===== src/rtl/deserializer4_rx_if.sv =====
// Bus bundle for the 4-lane deserializer: serial side in, reassembled lane
// words, per-lane history and run-length status out.
interface deserializer4_rx_if;
  logic        serial_in;
  logic        serial_valid;
  logic        sync;
  logic [3:0]  word_out;
  logic        word_valid;
  logic [1:0]  SEL;
  logic [15:0] lane_hist;
  logic [3:0]  lane_consec;
  logic [3:0]  run_len;
  logic        consec4;

  // Serial-link side: drives the bit stream, observes the receiver outputs.
  modport master (
    output serial_in, serial_valid, sync,
    input  word_out, word_valid, SEL, lane_hist, lane_consec, run_len, consec4
  );

  // Receiver side.
  modport slave (
    input  serial_in, serial_valid, sync,
    output word_out, word_valid, SEL, lane_hist, lane_consec, run_len, consec4
  );
endinterface


===== src/rtl/deserializer4_rx.sv =====
// 4-lane deserializer: steers accepted serial bits onto lanes 0..3, emits the
// reassembled word, keeps a 4-deep per-lane history with all-ones flags and a
// saturating consecutive-ones counter on the raw accepted stream.
module deserializer4_rx (
  input  logic             CLK,
  input  logic             RST,
  deserializer4_rx_if.slave bus
);

  logic [1:0]  sel;
  logic [2:0]  shadow;       // lanes 0..2 of the frame in progress; lane 3 arrives on completion
  logic [3:0]  word_q;
  logic        word_valid_q;
  logic [15:0] hist_q;
  logic [3:0]  consec_q;
  logic [3:0]  run_q;
  logic        consec4_q;

  logic [3:0]  new_word;
  logic [15:0] hist_next;
  logic [3:0]  consec_next;
  logic [3:0]  run_next;

  // Candidate values for a completing edge and for the run counter.
  always_comb begin
    // NOTE: every always_comb output gets a default first so no path leaves it unassigned (no latch).
    hist_next   = hist_q;
    consec_next = consec_q;
    new_word    = {bus.serial_in, shadow};
    for (int k = 0; k < 4; k++) begin
      hist_next[4*k +: 4] = {hist_q[4*k +: 3], new_word[k]};
      consec_next[k]      = &hist_next[4*k +: 4];
    end
    if (!bus.serial_in)       run_next = 4'd0;
    else if (run_q == 4'd15)  run_next = 4'd15;
    else                      run_next = run_q + 4'd1;
  end

  // Frame steering, word completion, history and run counter state.
  always_ff @(posedge CLK or negedge RST) begin
    if (!RST) begin
      sel          <= 2'd0;
      shadow       <= 3'd0;
      word_q       <= 4'd0;
      word_valid_q <= 1'b0;
      hist_q       <= 16'd0;
      consec_q     <= 4'd0;
      run_q        <= 4'd0;
      consec4_q    <= 1'b0;
    end else begin
      // NOTE: sequential state uses non-blocking assignments so every flop samples pre-edge values.
      word_valid_q <= 1'b0;
      if (bus.sync) begin
        // Realign: partial word dropped; an accepted bit starts a new frame on lane 0.
        if (bus.serial_valid) begin
          shadow <= {2'b00, bus.serial_in};
          sel    <= 2'd1;
        end else begin
          shadow <= 3'd0;
          sel    <= 2'd0;
        end
      end else if (bus.serial_valid) begin
        sel <= sel + 2'd1;
        if (sel == 2'd3) begin
          word_q       <= new_word;
          word_valid_q <= 1'b1;
          hist_q       <= hist_next;
          consec_q     <= consec_next;
        end else begin
          shadow[sel] <= bus.serial_in;
        end
      end
      if (bus.serial_valid) begin
        run_q     <= run_next;
        consec4_q <= (run_next >= 4'd4);
      end
    end
  end

  assign bus.word_out    = word_q;
  assign bus.word_valid  = word_valid_q;
  assign bus.SEL         = sel;
  assign bus.lane_hist   = hist_q;
  assign bus.lane_consec = consec_q;
  assign bus.run_len     = run_q;
  assign bus.consec4     = consec4_q;

endmodule


===== src/flat_wrapper.sv =====
// flat-port wrapper written by rule: the top's interface ports become plain ports
module deserializer4_rx_flat 
  (CLK, RST, bus_serial_in, bus_serial_valid, bus_sync, bus_word_out, bus_word_valid, bus_SEL, bus_lane_hist, bus_lane_consec, bus_run_len, bus_consec4);
  deserializer4_rx_if bus_i ();
  input  logic CLK;
  input  logic RST;
  input wire logic [$bits(bus_i.serial_in)-1:0] bus_serial_in;
  input wire logic [$bits(bus_i.serial_valid)-1:0] bus_serial_valid;
  input wire logic [$bits(bus_i.sync)-1:0] bus_sync;
  output wire logic [$bits(bus_i.word_out)-1:0] bus_word_out;
  output wire logic [$bits(bus_i.word_valid)-1:0] bus_word_valid;
  output wire logic [$bits(bus_i.SEL)-1:0] bus_SEL;
  output wire logic [$bits(bus_i.lane_hist)-1:0] bus_lane_hist;
  output wire logic [$bits(bus_i.lane_consec)-1:0] bus_lane_consec;
  output wire logic [$bits(bus_i.run_len)-1:0] bus_run_len;
  output wire logic [$bits(bus_i.consec4)-1:0] bus_consec4;
  assign bus_i.serial_in = bus_serial_in;
  assign bus_i.serial_valid = bus_serial_valid;
  assign bus_i.sync = bus_sync;
  assign bus_word_out = bus_i.word_out;
  assign bus_word_valid = bus_i.word_valid;
  assign bus_SEL = bus_i.SEL;
  assign bus_lane_hist = bus_i.lane_hist;
  assign bus_lane_consec = bus_i.lane_consec;
  assign bus_run_len = bus_i.run_len;
  assign bus_consec4 = bus_i.consec4;
  deserializer4_rx u_core (.CLK(CLK), .RST(RST), .bus(bus_i));
endmodule

===== config.mk =====
export PLATFORM = sky130hd
export DESIGN_NAME = deserializer4_rx_flat
export DESIGN_NICKNAME = d
export VERILOG_FILES = /design/src/rtl/deserializer4_rx_if.sv /design/src/rtl/deserializer4_rx.sv /design/src/flat_wrapper.sv
export SDC_FILE = /design/constraint.sdc
export NUM_CORES = 1
export LEC_CHECK = 0
export CAP_MARGIN = 20
export CORE_MARGIN = 5
export CORE_UTILIZATION = 43
export DETAILED_ROUTE_END_ITERATION = 12
export GPL_TIMING_DRIVEN = 0
export HOLD_SLACK_MARGIN = 0.06
export PLACE_DENSITY_LB_ADDON = 0.3
export SLEW_MARGIN = 10
export SYNTH_ARGS = -nofsm -noshare
export SYNTH_HDL_FRONTEND = slang
export SYNTH_SLANG_ARGS = --single-unit

===== constraint.sdc =====
create_clock -name CLK -period 1.55 [get_ports CLK]
set_input_delay 0.3875 -clock CLK [delete_from_list [all_inputs] [get_ports CLK]]
set_output_delay 0.3875 -clock CLK [all_outputs]
set_load 0.01 [all_outputs]

==> flow_results.org <==
** Outcome
- The flow ran to the end, and the final reports show no timing, DRC or antenna violations.

** Routing
- Routed wire length :: 2980 um
- In the routed layout, each cell is associated on average with a via count of 4.95.
- In the final routed layout, each cell accounts on average for 14.0 um.
- Residual DRC count :: 0
- Number of DRC markers after the initial detailed-route iteration :: 20
- Summing over every cut layer, the via total after detailed routing is 1,054.
- The count of nets left with antenna violations once routing finished came out at 0.
- Before antenna repair, the detailed router went through 4 iterations.

** Yosys
- Number of storage elements in the synthesis netlist :: 31
- Number of distinct library cells after synthesis :: 23
- Synthesis produced a netlist with a net count of 123.
- Netlist Area Pre-Place :: 1410 um^2
- Gate Count Post-Synth :: 113
- The share of the Yosys chip area taken by registers is 54.9%.
- The average instance in the mapped netlist occupies 12.5 um^2.
- During synthesis, Yosys emitted a total of 0 warnings.

** Hold path
- Worst hold path class :: primary input to asynchronous set/reset pin

** STA
- Setup slack closes at 58.2 ps.
- RSZ-0062 raised after global routing :: false
- Clock tree skew after final layout :: 9.64 ps
- Subtracting the final worst setup slack from the clock period gives 1490 ps.
- For the pin with the worst max-slew slack, the measured transition is 669 ps.
- Hold timing on the final database bottoms out at a slack of 81.5 ps.
- Hold violation count in the final report :: 0
- Static timing analysis puts the maximum clock frequency at 0.670 GHz.
- The worst path uses 96.2% of the clock period.
- Slew HR :: 55.4%
- Setup violations remaining at the end of the flow were counted as 0.
- The final number of max-transition violations is 0.

** Finish
- NumNets Final :: 179
- In the layout the commonest cells are dfrtp_1 (29), dlygate4sd2_1 (28), buf_4 (20), o21ai_0 (9), mux2_4 (9).
- Most frequent standard cell in the layout excluding fill and tap cells :: dfrtp_1
- The finished cells cover 1960 um^2.
- The repair_antennas step left the layout with diodes totalling 0.
- From synthesis to final layout, the design area changed by 38.8%.
- Share of cells above drive strength 1 :: 30.8%
- Share of the core filled with cells :: 63.2%

** Setup path
- Grouping stages by cell kind, the critical path spends the most delay in buffers and inverters.
- Maximum fanout along the worst path :: 10
- Kind of start point of the critical path :: primary input
- The critical path goes through clkdlybuf4s50_1 > nand3b_4 > buf_12 > mux2_4.
- STA classifies the critical path endpoint as a flop.
- Worst setup path category :: primary input to flop
- Cell type of the slowest stage on the worst timing path :: clkdlybuf4s50_1
- At the worst endpoint, the arrival time is 1700 ps.
- For the worst setup path, the data required time is 1760 ps.
- Maximum cell stage delay along the critical path :: 600 ps
- The critical path contains buffers and inverters numbering 2 combined.

** Clocking
- The tree built by TritonCTS fans out to 31 sinks.
- In this run the number of H-tree levels came out at 2.
- Clock latency at the later pin of the worst-skew pair :: 330 ps
- Clock slew at reported path FFs :: 90 ps
- CTS tree :: built
- CTS placed an instance of clkbuf_4 at the clock tree root.
- The clock passes through at most 2 buffers.
- Hold Buf Count CTS :: 0
- Number of clock buffers inserted by TritonCTS :: 5

** Floorplanning
- In this run the standard cell core region covers 3100 um^2.
- The initialized floorplan defines 20 standard-cell rows.
- Number of placed I/O pins :: 37
- In this run the horizontal extent of the chip is 67.3 um.
- Initial core utilization :: 45.6%
- Die area :: 4530 um^2
- From bottom edge to top edge, the die measures 67.3 um.

** Place
- Instance area after placement :: 1810 um^2
- Setup Slack @ Placement :: -334 ps
- Summed over all nets, the half-perimeter wirelength after detailed placement is 2020 um.
- Input and output buffers added on the ports amount to 35.
- Routability congestion estimate :: 0.780

** Run
- Max-cap violations :: 0

** Pwr
- LEAKAGE :: 1.11 nW
- The design draws 1.93 mW.
- In this run the power density over the cells is 985 nW/um^2.
- IR analysis of the VDD net gives a maximum drop of 0.503 mV.

** Global route
- The number of global-route vias before repair is 1,065.
- GRT Total Usage :: 15.2%
- The total overflow left after global routing is 0.
- The initial antenna violation count was 0.
- The first global-routing pass estimated 4980 um of wire.
- Entering global routing, the biggest net connects 32 pins.
[layout make-up]
| class | instances | area, um^2 |
|---|---|---|
| flip-flops and latches | 31 | 778 |
| clock inverters | 1 | 5.00 |
| well taps | 44 | 55.1 |
| plain buffers | 8 | 67.6 |
| multi-input cells | 66 | 552 |
| repair buffers | 49 | 423 |
| fillers | 286 | 1140 |
| clock buffers | 6 | 51.3 |
| inverters | 8 | 30.0 |
[kinds of logic after synthesis]
| group | synth area share, % |
|---|---|
| buffers and inverters | 6.28 |
| and+or+nand+nor | 8.67 |
| DFF | 54.9 |
| AOI/OAI and AO/OA | 7.96 |
| adders and majority gates | 4.42 |
| xor gates and xnor gates | 0.620 |
| muxes | 17.2 |
[what timing repair did]
item | 4_1_cts | 5_1_grt
setup endpoints to repair | 32 | 11
gates cloned | 0 | 0
pin swaps | 1 | 1
setup buffers | 11 | 3
resized for setup | 38 | 4
[worst reg2reg max path: stages, from the launching register on]
cell and delay, ps:
dfrtp_1 390, buf_4 150, ha_2 210, nand3b_4 140, buf_12 160, mux2_4 310
[cell usage after synthesis]
cell type   n  area share [%]
dfrtp_1    31              55
mux2_4      9             9.6
o21ai_0     9             3.2
inv_1       8             2.1
nand2_1     7             1.9
mux2_2      6             4.8
buf_4       5             2.7
ha_1        5             4.4
nand4_1     5             2.2
a21oi_1     4             1.4
a31oi_1     4             1.8
mux2i_1     4             2.8
nor2_1      3            0.80
buf_2       2            0.71
nand3b_1    2             1.1
o22ai_1     2            0.88
a311o_1     1            0.71
and2_1      1            0.44
buf_6       1            0.80
nand2b_1    1            0.44
nand3b_4    1             1.4
or2_2       1            0.44
xnor2_1     1            0.62
[stage by stage]
stage               std cells  TNS (ps)
global placement          192    -17020
CTS                       210   -0.0656
global route              213         0
detailed placement        192     -4780
finish                    213         0
floorplan                 113         0
[state kept, by name, summed over array words and instances (netlist names)]
name                    cells
u_core.bus.SEL              2
u_core.bus.consec4          1
u_core.bus.lane_consec      4
u_core.bus.lane_hist       16
u_core.bus.run_len          4
u_core.bus.word_valid       1
u_core.shadow               3
[per-layer routing]
layer  routed length (um)  GRT usage [%]  share of wire (%)  up-vias
li1                     -              -                  -      506
met1                 1260           17.1                 42      504
met2                 1430           24.4                 48       40
met3                  245           6.66                8.2        4
met4                   46           8.10                1.5        0
met5                    0              0                  0        -
[report_power, final]
part           total (mW)  internal (mW)  leakage, nW  switching [mW]
logic               0.511          0.284        0.658           0.227
registers           0.956          0.889        0.419          0.0664
clock network       0.467          0.210       0.0341           0.257
total                1.93           1.38         1.11           0.551
[path summary, 6_finish.rpt]
path                       slack (ps)                                   from  cells past startpoint                               endpoint
setup / recovery                   60                               bus_sync                      4   u_core.bus.lane_hist[10]$_DFFE_PN0P_
hold / removal                     80                                    RST                      1   u_core.bus.lane_hist[15]$_DFFE_PN0P_
setup reg to reg                   70          u_core.bus.SEL[0]$_DFFE_PN0N_                      5   u_core.bus.lane_hist[10]$_DFFE_PN0P_
hold reg to reg                   480  u_core.bus.lane_consec[2]$_DFFE_PN0P_                      2  u_core.bus.lane_consec[2]$_DFFE_PN0P_
max in group asynchronous         990                                    RST                      1      u_core.bus.run_len[2]$_DFFE_PN0P_
min in group CLK                  440                       bus_serial_valid                      3         u_core.bus.consec4$_DFFE_PN0P_
Power figures use the tool's default switching activity.
